[config.mk]
export PLATFORM = sky130hd
export DESIGN_NAME = i2s_rx_deserializer
export DESIGN_NICKNAME = d
export VERILOG_FILES = /design/src/rtl/i2s_rx_pkg.sv /design/src/rtl/i2s_rx_fifo.sv /design/src/rtl/i2s_rx_deserializer.sv
export SDC_FILE = /design/constraint.sdc
export NUM_CORES = 1
export LEC_CHECK = 0
export CORE_MARGIN = 2
export CORE_UTILIZATION = 50
export CTS_CLUSTER_DIAMETER = 40
export DETAILED_ROUTE_END_ITERATION = 16
export PLACE_DENSITY = 0.67
export SLEW_MARGIN = 0
export SYNTH_ARGS = -nofsm -noshare
export SYNTH_HDL_FRONTEND = slang
export SYNTH_SLANG_ARGS = --single-unit
[constraint.sdc]
create_clock -name WB_CLK -period 7.05 [get_ports WB_CLK]
set_clock_uncertainty 0.2 [all_clocks]
set_input_delay 1.41 -clock WB_CLK [delete_from_list [all_inputs] [get_ports WB_CLK]]
set_output_delay 1.41 -clock WB_CLK [all_outputs]
set_load 0.05 [all_outputs]
[src/rtl/i2s_rx_pkg.sv]
// i2s_rx_pkg: shared state encoding and widths for the I2S receive path
package i2s_rx_pkg;
  localparam int PAIR_W      = 32;
  localparam int SYNC_STAGES = 2;
  typedef enum logic [2:0] {IDLE, WAIT_WS, SKIP, SHIFT, PAD} state_e;
endpackage

[src/rtl/i2s_rx_fifo.sv]
// i2s_rx_fifo: synchronous first-word-fall-through buffer of stereo pairs with level and drop flag
module i2s_rx_fifo
  import i2s_rx_pkg::*;
#(
  parameter int FIFO_AW = 3
) (
  input  logic              clk,
  input  logic              rst,
  input  logic              flush_i,
  input  logic              push_i,
  input  logic              pop_i,
  input  logic [PAIR_W-1:0] data_i,
  output logic [PAIR_W-1:0] data_o,
  output logic [FIFO_AW:0]  lvl_o,
  output logic              empty_o,
  output logic              ovf_o
);
  logic [PAIR_W-1:0] mem_q [2**FIFO_AW];
  logic [FIFO_AW-1:0] wr_q, rd_q;
  logic [FIFO_AW:0] lvl_q;
  logic full, do_push, do_pop;
  assign full    = lvl_q[FIFO_AW];
  assign empty_o = lvl_q == '0;
  assign do_pop  = pop_i & ~empty_o & ~flush_i;
  assign do_push = push_i & ~flush_i & (~full | do_pop);
  assign ovf_o   = push_i & ~flush_i & ~do_push;
  assign data_o  = empty_o ? '0 : mem_q[rd_q];
  assign lvl_o   = lvl_q;
  always_ff @(posedge clk) begin
    if (rst || flush_i) begin
      wr_q  <= '0;
      rd_q  <= '0;
      lvl_q <= '0;
    end else begin
      if (do_push) wr_q <= wr_q + FIFO_AW'(1);
      if (do_pop) rd_q <= rd_q + FIFO_AW'(1);
      lvl_q <= lvl_q + (FIFO_AW+1)'(do_push) - (FIFO_AW+1)'(do_pop);
    end
  end
  always_ff @(posedge clk) begin
    if (do_push) mem_q[wr_q] <= data_i;
  end
endmodule

[src/rtl/i2s_rx_deserializer.sv]
// i2s_rx_deserializer: oversampled Philips I2S receiver packing {L,R} pairs into a FWFT buffer
module i2s_rx_deserializer
  import i2s_rx_pkg::*;
#(
  parameter int SAMPLE_W = 16,
  parameter int FIFO_AW  = 3
) (
  input  logic              WB_CLK,
  input  logic              WB_RST,
  input  logic              rx_en_i,
  input  logic              I2S_CLK_i,
  input  logic              I2S_WS_CLK_i,
  input  logic              I2S_DIN_i,
  output logic [PAIR_W-1:0] rx_data_o,
  output logic              rx_valid_o,
  input  logic              rx_ready_i,
  output logic [FIFO_AW:0]  fifo_lvl_o,
  output logic              ovf_o,
  output logic              sync_err_o,
  input  logic              err_clr_i
);
  localparam int CW = $clog2(SAMPLE_W);
  localparam int SH = 16 - SAMPLE_W;
  localparam logic [CW-1:0] LAST = CW'(SAMPLE_W - 1);
  state_e state_q;
  logic [SYNC_STAGES-1:0] bclk_s_q, ws_s_q, din_s_q;
  logic bclk_prev_q, rise_q, ws_q, din_q, ws_prev_q, ws_seen_q;
  logic ch_q, have_l_q, push_q, ovf_q, sync_err_q, ovf_d, sync_err_d;
  logic [CW-1:0] cnt_q;
  logic [SAMPLE_W-1:0] sr_q, left_q, word;
  logic [PAIR_W-1:0] pair_q;
  logic rise, ws_chg, last_bit, short_word, fifo_ovf, empty;
  assign rise       = bclk_s_q[SYNC_STAGES-1] & ~bclk_prev_q;
  assign word       = {sr_q[SAMPLE_W-2:0], din_q};
  assign ws_chg     = rise_q & ws_seen_q & (ws_q != ws_prev_q);
  assign last_bit   = cnt_q == LAST;
  assign short_word = rx_en_i & (state_q == SHIFT) & ws_chg & ~last_bit;
  assign ovf_d      = fifo_ovf | (ovf_q & ~err_clr_i);
  assign sync_err_d = short_word | (sync_err_q & ~err_clr_i);
  assign ovf_o      = ovf_q;
  assign sync_err_o = sync_err_q;
  assign rx_valid_o = ~empty;
  always_ff @(posedge WB_CLK) begin
    if (WB_RST) begin
      bclk_s_q    <= '0;
      ws_s_q      <= '0;
      din_s_q     <= '0;
      bclk_prev_q <= 1'b0;
      rise_q      <= 1'b0;
      ws_q        <= 1'b0;
      din_q       <= 1'b0;
      ws_prev_q   <= 1'b0;
      ws_seen_q   <= 1'b0;
    end else begin
      bclk_s_q    <= {bclk_s_q[SYNC_STAGES-2:0], I2S_CLK_i};
      ws_s_q      <= {ws_s_q[SYNC_STAGES-2:0], I2S_WS_CLK_i};
      din_s_q     <= {din_s_q[SYNC_STAGES-2:0], I2S_DIN_i};
      bclk_prev_q <= bclk_s_q[SYNC_STAGES-1];
      rise_q      <= rise;
      if (rise) begin
        ws_q  <= ws_s_q[SYNC_STAGES-1];
        din_q <= din_s_q[SYNC_STAGES-1];
      end
      if (rise_q) begin
        ws_prev_q <= ws_q;
        ws_seen_q <= 1'b1;
      end
    end
  end
  always_ff @(posedge WB_CLK) begin
    push_q <= 1'b0;
    if (WB_RST || !rx_en_i) begin
      state_q  <= IDLE;
      ch_q     <= 1'b0;
      have_l_q <= 1'b0;
      cnt_q    <= '0;
      sr_q     <= '0;
      left_q   <= '0;
      if (WB_RST) pair_q <= '0;
    end else begin
      case (state_q)
        IDLE: state_q <= WAIT_WS;
        WAIT_WS, PAD: if (ws_chg) begin
          state_q <= SKIP;
          ch_q    <= ws_q;
        end
        SKIP: begin
          state_q <= SHIFT;
          cnt_q   <= '0;
        end
        SHIFT: if (rise_q) begin
          sr_q  <= word;
          cnt_q <= cnt_q + CW'(1);
          if (ws_chg) ch_q <= ws_q;
          if (last_bit) begin
            state_q <= ws_chg ? SKIP : PAD;
            if (!ch_q) begin
              left_q   <= word;
              have_l_q <= 1'b1;
            end else begin
              have_l_q <= 1'b0;
              push_q   <= have_l_q;
              pair_q   <= {16'(left_q) << SH, 16'(word) << SH};
            end
          end else if (ws_chg) begin
            state_q  <= SKIP;
            have_l_q <= 1'b0;
          end
        end
        default: state_q <= IDLE;
      endcase
    end
  end
  always_ff @(posedge WB_CLK) begin
    if (WB_RST) begin
      ovf_q      <= 1'b0;
      sync_err_q <= 1'b0;
    end else begin
      ovf_q      <= ovf_d;
      sync_err_q <= sync_err_d;
    end
  end
  i2s_rx_fifo #(.FIFO_AW(FIFO_AW)) u_fifo (
    .clk     (WB_CLK),
    .rst     (WB_RST),
    .flush_i (~rx_en_i),
    .push_i  (push_q),
    .pop_i   (rx_ready_i),
    .data_i  (pair_q),
    .data_o  (rx_data_o),
    .lvl_o   (fifo_lvl_o),
    .empty_o (empty),
    .ovf_o   (fifo_ovf)
  );
endmodule

Yosys cells after proc, flatten, opt, wreduce, memory -nomap -nowiden:

Memories as Yosys holds them, arrays and structs flattened. A register that Yosys moved wholly into a read port is not among the register bits.
Cells that the tools add are included.

* register bits after elaboration: 97
* bits in writable memories: 256
* output and inout bits: 39
* logic and storage cells: 106
* memories: 1

Memory list
* u_fifo.mem_q: words 8, width 32, read ports 1, clocked after Yosys merged registers in 1, write ports 1, line i2s_rx_fifo.sv:18 `logic [PAIR_W-1:0] mem_q [2**FIFO_AW];`

* $add $sub $neg: 5
* eq/ne operators: 8
* mux-type cells: 24
* bitwise gates (word level): 26
* reductions and logical operators: 20

Operator list (count)
* 32-bit 2-to-1 mux: 7
* 3-bit 2-to-1 mux: 6
* 2-bit nonzero test: 7
* 1-bit AND: 13
* 3-bit case mux with 4 select lines: 1
* 1-bit inverter: 10
* 4-bit case mux with 2 select lines: 1
* 1-bit 2-to-1 mux: 7
* 3-bit by 1-bit adder with 3-bit output (second input constant): 2
* 3-bit by 2-bit equality test with 1-bit output (second input constant): 2
* 2-bit AND reduction: 3
* 5-bit AND reduction: 1
* 5-bit OR reduction: 1
* 4-bit by 1-bit adder with 4-bit output: 1
* 4-bit by 1-bit adder with 4-bit output (second input constant): 1
* 4-bit equality test (second input constant): 1
* 4-bit logical NOT: 1
* 4-bit 2-to-1 mux: 1
* 2-bit != test (second input constant): 2
* 4-bit AND reduction: 1
* 4-bit by 1-bit subtractor with 4-bit output: 1
* 3-bit by 1-bit equality test with 1-bit output (second input constant): 1
* 3-bit equality test (second input constant): 1
* 3-bit logical NOT: 1
* other kinds (7): 10

Longest topological paths before layout:

Gate-level depths: netlist of the first run.

* depth in word-level cells: 9
* mapped depth: 12
* depth with buffers taken out: 12

Modules after synthesis:

From an unflattened synthesis of the first run, not the netlist that was laid out.

* cell total of the unflattened synthesis: 778
* area total of the unflattened synthesis: 13803.2 µm²

By module, submodules not included
* i2s_rx_fifo: times used 1, cells each 461, area an instance 10450.0 µm², sequential area each 7947.6 µm²
* i2s_rx_deserializer: times used 1, cells each 317, area an instance 3353.2 µm², sequential area each 2062.0 µm²

Worst setup path after synthesis of the first run:

OpenSTA, ideal clock, no wires.

* path type: in2reg
* start: in rx_en_i
* end: mem u_fifo.mem_q[1][0] (enable)
* library setup time: 513 ps
* arrival time: 5181 ps
* required time: 6337 ps
* slack: 1156 ps
* cell stages on the path: 3
* buffers on the path: 0
* cells stage by stage: and2_1 -> nand3_1 -> nor4b_1

* cells in the longest elaborated chain, start to end: 5
* elaborated cells on any way between the ends: 6
* those cells by class: mux (2); bitwise (4)

RTL lines
* start, declared: line i2s_rx_deserializer.sv:10 `input logic rx_en_i,`
* 1-bit AND: line i2s_rx_fifo.sv:24 `assign do_pop = pop_i & ~empty_o & ~flush_i;`
* 1-bit OR: line i2s_rx_fifo.sv:25 `assign do_push = push_i & ~flush_i & (~full | do_pop);`
* 1-bit AND (*): line i2s_rx_fifo.sv:25
* 1-bit 2-to-1 mux (*): line i2s_rx_fifo.sv:41 `if (do_push) mem_q[wr_q] <= data_i;`
* 1-bit 2-to-1 mux (implied by the code) (*): line i2s_rx_fifo.sv:41
* end, declared: line i2s_rx_fifo.sv:18

Mark *: on every way between the ends. The rest lies on a longest branch, timed or not.

Final worst setup path of the first run:

* start: reg u_fifo.lvl_q[3], in the netlist u_fifo.lvl_o[3]
* end: out rx_data_o[16]

* cells in the longest elaborated chain, start to end: 2

RTL lines
* start, declared: line i2s_rx_fifo.sv:20 `logic [FIFO_AW:0] lvl_q;`
* start signal, assigned: line i2s_rx_fifo.sv:37 `lvl_q <= lvl_q + (FIFO_AW+1)'(do_push) - (FIFO_AW+1)'(do_pop);`
* 4-bit logical NOT: line i2s_rx_fifo.sv:23 `assign empty_o = lvl_q == '0;`
* 32-bit 2-to-1 mux: line i2s_rx_fifo.sv:27 `assign data_o = empty_o ? '0 : mem_q[rd_q];`
* end, declared: line i2s_rx_deserializer.sv:14 `output logic [PAIR_W-1:0] rx_data_o,`

No other way between the ends.

==> results of run 1 <==
==> power groups by stage <==
stage | registers, W | logic (W) | clock network, W
floorplan | 0.00232 | 0.0000137 | 0
global placement | 0.00233 | 0.0000218 | 0
detailed placement | 0.00233 | 0.0000227 | 0
CTS | 0.00228 | 0.0000227 | 0.00212
global route | 0.00228 | 0.0000250 | 0.00220
finish | 0.00228 | 0.0000227 | 0.00208
==> registers in the layout, summed over array words and instances (netlist names), 4 cells and up, named ones only <==
name	count
cnt_q	4
left_q	16
pair_q	32
sr_q	15
u_fifo.lvl_o	4
u_fifo.mem_q	256
==> cells in the final DEF, fill, tap and decap left out, drive strengths merged, types with 3 or more instances in the layout <==
cell type	n
a22o	32
buf	20
clkinvlp	5
edfxtp	288
inv	22
mux2i	6
clkbuf	52
mux2	16
a21oi	28
or4	3
clkdlybuf4s50	46
and4	4
o31ai	3
o21ai	7
nand2b	7
clkinv	7
ha	8
nor4b	4
nor4	3
nor3	5
and2	35
mux4	64
dfxtp	68
nor2	11
nand3	3
nor2b	13
nand2	42
==> per-stage QoR <==
step                std cells  utilization [%]  setup WS [ns]  hold slack (ns)
floorplan                 732                -           1.16            0.192
global placement         1102             53.9           2.35            0.205
detailed placement       1102             53.9           2.33            0.218
CTS                      1176             59.0           1.77            0.225
global route             1176             59.0           1.65            0.244
finish                   1176             59.0           1.88            0.220
==> layout make-up <==
cell class	instances	area (um2)
clock buffers	52	1170
clock inverters	22	194
fillers	1937	11000
inverters	14	52.6
multi-input cells	325	3340
flip-flops and latches	356	10000
well taps	341	427
repair buffers	66	611
==> kinds of logic (layout without fill, tap and decap cells) <==
family | after synthesis | in the layout | share of synthesized area (%)
AO/OA/AOI/OAI | 82 | 82 | 4.23
XOR/XNOR | 2 | 2 | 0.129
adder cells (fa/ha/maj) | 9 | 9 | 0.885
buffers and inverters | 51 | 154 | 1.96
flip-flops | 356 | 356 | 73.8
multiplexers | 86 | 86 | 12.7
AND/OR/NAND/NOR | 146 | 146 | 6.34
==> final timing paths <==
| path | endpoint | start | cells after the start |
|---|---|---|---|
| max | rx_data_o[16] | u_fifo.lvl_o[3] | 8 |
| min | rise_q | bclk_prev_q | 1 |
| min reg2reg | rise_q | bclk_prev_q | 1 |
| max reg2reg | u_fifo.lvl_o[2] | u_fifo.lvl_o[3] | 12 |
==> routing by layer <==
metal / share of wire [%] / routed length [um] / vias to the layer above / track usage (%)
met5: 0 / 0 / - / 0
met4: 2.6 / 692 / 0 / 6.52
met3: 4.9 / 1310 / 52 / 3.67
met2: 51 / 13500 / 190 / 32.8
met1: 42 / 11000 / 3569 / 25.3
li1: - / - / 3058 / -
==> worst max-delay path, delay by kind of cell, from the launching register on <==
kind | cells | cell delay [ns]
flip-flops | 1 | 0.42
AO/OA/AOI/OAI | 1 | 0.19
AND/OR/NAND/NOR | 2 | 0.82
adder cells (fa/ha/maj) | 1 | 0.21
buffers and inverters | 4 | 1.38
==> synthesized netlist by cell type, types with 6 or more instances <==
| master | instances |
|---|---|
| mux2_4 | 10 |
| nor2b_1 | 13 |
| a22o_1 | 32 |
| ha_1 | 8 |
| and2_1 | 35 |
| nand2_1 | 42 |
| nand2b_1 | 7 |
| clkbuf_1 | 11 |
| buf_2 | 11 |
| nor2_1 | 11 |
| mux2_2 | 6 |
| mux4_2 | 64 |
| mux2i_1 | 6 |
| inv_1 | 13 |
| o21ai_0 | 7 |
| dfxtp_1 | 68 |
| a21oi_1 | 28 |
| edfxtp_1 | 288 |
==> flow_summary_export.csv, run 1 <==
group,metric,value,unit
clocking,clock_path_buffers,3,
power_and_ir_drop,p_per_area,277,nW/um2
power_and_ir_drop,p_total,0.00438,W
clocking,htreeDepth,2,
route,vias,6869,
cells_and_area,fin_nets,821,
global_routing,grt_pass1_wl,41.6,mm
clocking,cts_setup_buffers,0,
floorplan,die_y,169,um
floorplan,die_x,169,um
worst_setup_path,end_kind,"output port",
clocking,ctsResizeCount,0,
worst_setup_path,required,5.44,ns
floorplan,io_pins,47,
clocking,cts_tree,"yes",
cells_and_area,area.growth.synth_to_final,16.5,%
power_and_ir_drop,p_comb_share,0.5,%
route,dr.pass1.iters,5,
yosys,synth_ff_type,"edfxtp_1",
worst_setup_path,crit_type,"register to output port",
power_and_ir_drop,p_sw_share,19.4,%
power_and_ir_drop,p_int,0.00353,W
cells_and_area,fin_area,15800,um2
floorplan,initial_core_util,50.6,%
timing,worstMarginPinSlew,1.26,ns
route,wl_per_cell,22.5,um
clocking,clkTransAtPathRegs,0.06,ns
global_routing,grt_max_degree,48,
power_and_ir_drop,p_switching,0.000851,W
floorplan,core.rowCount,60,
clocking,hold_buffers,0,
power_and_ir_drop,leakagePower,5.10,nW
floorplan,fp.coreArea,26800,um2
yosys,synthDistinctLibCells,58,
yosys,syn_nets,749,
global_routing,grt_pass1_vias,7235,
yosys,synth_area,13600,um2
yosys,synth_cells,732,
clocking,numCtsBuffers,41,
worst_setup_path,path_max_fanout,19,
cells_and_area,antenna_cells,0,
yosys,synth_edf_count,288,
yosys,yosysWarningCount,0,
outcome,status,"finished clean",
clocking,clkSinkCount,356,
clocking,insertion_delay,0.52,ns
yosys,synthArstFlopShare,0,%
timing,fin_crit,5.17,ns
timing,finalSetupViolCount,0,
timing,rsz0062_at_grt,"false",
global_routing,grt_util_all_layers,19.3,%
route,drt_iter0_markers,635,
worst_setup_path,path_cells,"inv_1 -> ha_1 -> nor3b_4 -> inv_2 -> and2_1 -> buf_4 -> a22o_1 -> clkdlybuf4s50_1",
yosys,ys_seq_area_share,73.8,%
timing,setup_tns,0,ns
worst_hold_path,hp-class,"register to register",
timing,slew-limit-headroom,16.3,%
worst_setup_path,crit_path_start_kind,"register",
worst_setup_path,timing.reg2reg.setup_slack,4.21,ns
yosys,synthTopCellsByArea,"edfxtp_1, mux4_2, dfxtp_1, a22o_1, and2_1",
timing,period_share,73.4,%
timing,clock.fmax,193,MHz
yosys,ys_ff_latch,356,
worst_setup_path,critPathMaxStageDelay,0.80,ns
run,max_cap_viol_count,0,
placed_design,dpl_cell_area,14400,um2
floorplan,dieArea,28500,um2
timing,hold_viol_final,0,
power_and_ir_drop,p_seq_share,52.1,%
cells_and_area,drive_gt1_share,22.2,%
placed_design,hpwlAfterDp,15.5,mm
worst_setup_path,critical_path_arrival,3.56,ns
power_and_ir_drop,worst_ir_drop_vdd,146,uV
yosys,yosys.area.top_type,"edfxtp_1",
clocking,clock-root-buffer,"clkbuf_16",
global_routing,overflow,0,
power_and_ir_drop,power_frac_clock,47.4,%
timing,finalMaxSlewViolations,0,
global_routing,antenna_found_initial,0,
route,drt_wl_total,26.5,mm
worst_setup_path,slowest_stage,"clkdlybuf4s50_1",
route,drc_errors,0,
yosys,syn_avg_cell_area,18.5,um2
route,drt-vias-per-instance,5.84,
placed_design,port_buffers,46,
route,drtAntennaViolNets,0,
yosys,synth_top_area_share,63.7,%
placed_design,gp_congestion,0.738,
Note: power is estimated with default switching activity, not from simulation.
==> inputs of run 2 (changes only) <==
--- a/config.mk
+++ b/config.mk
@@ -9,7 +9,7 @@
 export CORE_UTILIZATION = 50
 export CTS_CLUSTER_DIAMETER = 40
 export DETAILED_ROUTE_END_ITERATION = 16
-export PLACE_DENSITY = 0.67
+export PLACE_DENSITY = 0.7
 export SLEW_MARGIN = 0
 export SYNTH_ARGS = -nofsm -noshare
 export SYNTH_HDL_FRONTEND = slang
==> constraint.sdc (replaced) <==
create_clock -name WB_CLK -period 4.7 [get_ports WB_CLK]
set_clock_uncertainty 0.2 [all_clocks]
set_input_delay 0.94 -clock WB_CLK [delete_from_list [all_inputs] [get_ports WB_CLK]]
set_output_delay 0.94 -clock WB_CLK [all_outputs]
set_load 0.05 [all_outputs]
==> run 2 against run 1 <==
  * Critical path depth shrank 4
  * Power rose by 55%
  * Final area increased by 0.63%
  * Worst hold slack better by 0.0017 ns
  * Register-to-register slack got worse by 2.3 ns
  * Sequential share of layout area down 0.40 points
  * Critical path type unchanged
  * Largest power group unchanged
==> flow_summary_export.csv, run 2 (synthesized netlist as in run 1, its figures left out) <==
group,metric,value,unit
outcome,status,"finished clean",
cells_and_area,fin_area,15900,um2
placed_design,gp_congestion,0.773,
floorplan,fp.coreArea,26800,um2
worst_setup_path,critical_path.top_delay_family,"buffers and inverters",
power_and_ir_drop,worst_ir_drop_vdd,246,uV
cells_and_area,layout_commonest_cell,"edfxtp_1",
floorplan,die_y,169,um
worst_hold_path,hold_end,"rise_q",
timing,worstMarginPinSlew,1.03,ns
timing,rsz0062_at_grt,"false",
worst_setup_path,path_cells,"buf_4 -> mux4_2 -> a22o_1 -> clkdlybuf4s50_1",
worst_setup_path,cp.depth,4,
worst_hold_path,whs_path_depth,1,
global_routing,grt_util_all_layers,18.7,%
global_routing,overflow,0,
route,drc_errors,0,
floorplan,io_pins,47,
worst_hold_path,worstHoldStart,"bclk_prev_q",
route,drt_wl_total,25.9,mm
floorplan,dieArea,28500,um2
clocking,ctsResizeCount,0,
cells_and_area,fill_cells,1921,
run,max_cap_viol_count,0,
worst_setup_path,required,3.56,ns
cells_and_area,fin_nets,820,
route,drt-vias-per-instance,5.76,
timing,slew-limit-headroom,30.8,%
global_routing,grt_pass1_vias,7201,
timing,whs,0.222,ns
global_routing,grt_max_degree,38,
route,wl_per_cell,22.0,um
route,drtAntennaViolNets,0,
cells_and_area,largest_registers,"u_fifo.mem_q: 256 flops, pair_q: 32 flops, left_q: 16 flops",
clocking,cts_setup_buffers,0,
floorplan,core.rowCount,60,
clocking,cts_tree,"yes",
cells_and_area,layout_common_cells,"edfxtp_1, dfxtp_1, mux4_2",
worst_setup_path,crit_type,"register to output port",
clocking,clock_path_buffers,3,
timing,clock.fmax,235,MHz
timing,layout_setup_ws,0.446,ns
timing,finalSetupViolCount,0,
worst_setup_path,timing.reg2reg.setup_slack,1.93,ns
timing,finalMaxSlewViolations,0,
worst_setup_path,path_max_fanout,26,
route,dr.pass1.iters,4,
worst_setup_path,r2r-end,"u_fifo.lvl_o[2]",
clocking,hold_buffers,0,
timing,fin_crit,4.25,ns
worst_setup_path,end_kind,"output port",
global_routing,antenna_found_initial,0,
clocking,clkSinkCount,356,
cells_and_area,area.growth.synth_to_final,17.3,%
cells_and_area,antenna_cells,0,
global_routing,grt_pass1_wl,40.5,mm
clocking,numCtsBuffers,43,
placed_design,port_buffers,46,
clocking,htreeDepth,2,
floorplan,die_x,169,um
clocking,clkTransAtPathRegs,0.05,ns
cells_and_area,drive_gt1_share,21.8,%
clocking,insertion_delay,0.52,ns
worst_setup_path,slowest_stage,"dfxtp_2",
worst_setup_path,critPathMaxStageDelay,0.81,ns
route,vias,6781,
placed_design,place_ws,0.943,ns
worst_hold_path,hp-class,"register to register",
floorplan,initial_core_util,50.6,%
cells_and_area,largest-register,"u_fifo.mem_q",
worst_setup_path,r2r_cells,12,
route,drt_iter0_markers,539,
clocking,clock-root-buffer,"clkbuf_16",
worst_setup_path,crit_buf_inv,2,
placed_design,hpwlAfterDp,14.3,mm
worst_setup_path,critical_path_arrival,3.11,ns
worst_setup_path,crit_path_start_kind,"register",
timing,hold_viol_final,0,
timing,period_share,90.5,%
power_and_ir_drop,p_per_area,428,nW/um2
power_and_ir_drop,leakagePower,5.13,nW
worst_setup_path,regToRegStartpoint,"u_fifo.lvl_o[3]",
cells_and_area,largest_reg_flops,256,
placed_design,dpl_cell_area,14400,um2
==> run 2: changes by cell type in the layout (fill, tap and decap cells not counted) <==
cell,previous run,this run
inv_4,2,0
bufinv_16,2,6
clkbuf_2,1,0
clkinv_2,4,5
buf_4,20,16
clkinvlp_4,5,4
buf_12,0,1
clkbuf_4,1,0
inv_6,6,4
inv_8,0,1
clkinv_4,0,1
clkbuf_1,4,8
==> run 2: layout make-up <==
| class | count | area (um2) | area share (%) |
|---|---|---|---|
| repair buffers | 63 | 601 | 3.78 |
| multi-input cells | 325 | 3340 | 21.0 |
| inverters | 14 | 52.6 | 0.330 |
| clock inverters | 24 | 302 | 1.90 |
| well taps | 341 | 427 | 2.68 |
| flip-flops and latches | 356 | 10000 | 63.0 |
| clock buffers | 54 | 1170 | 7.35 |
==> run 2: how the worst max path moves through the flow <==
stage	startpoint	endpoint	slack, ns
2_1_floorplan	u_fifo.lvl_o[3]	u_fifo.mem_q[1][0]	-0.76
3_3_place_gp	register	rx_data_o[31]	0.96
3_5_place_dp	register	rx_data_o[10]	0.94
4_1_cts	register	rx_data_o[10]	0.41
5_1_grt	u_fifo.lvl_o[3]	rx_data_o[27]	0.28
6_report	register	rx_data_o[10]	0.45
==> run 2: power by group <==
group	switching (W)	internal, W	total, W
Clock	0.00125	0.00211	0.00336
Combinational	0.0000221	0.0000111	0.0000332
Sequential	0.0000240	0.00340	0.00343
Total	0.00129	0.00552	0.00682
==> run 2: metal layers <==
metal | routed length, um | GRT usage [%]
met5 | 0 | 0
met4 | 806 | 6.93
met2 | 13100 | 32.7
met3 | 1050 | 3.02
met1 | 10900 | 23.8
==> run 2: stage by stage <==
step / power, W / TNS [ns] / util [%] / instances
2_1_floorplan: 0.00350 / -101.51 / - / 732
3_3_place_gp: 0.00352 / 0 / 53.9 / 1099
3_5_place_dp: 0.00353 / 0 / 53.9 / 1099
4_1_cts: 0.00687 / 0 / 59.4 / 1177
5_1_grt: 0.00700 / 0 / 59.4 / 1177
6_report: 0.00682 / 0 / 59.4 / 1177
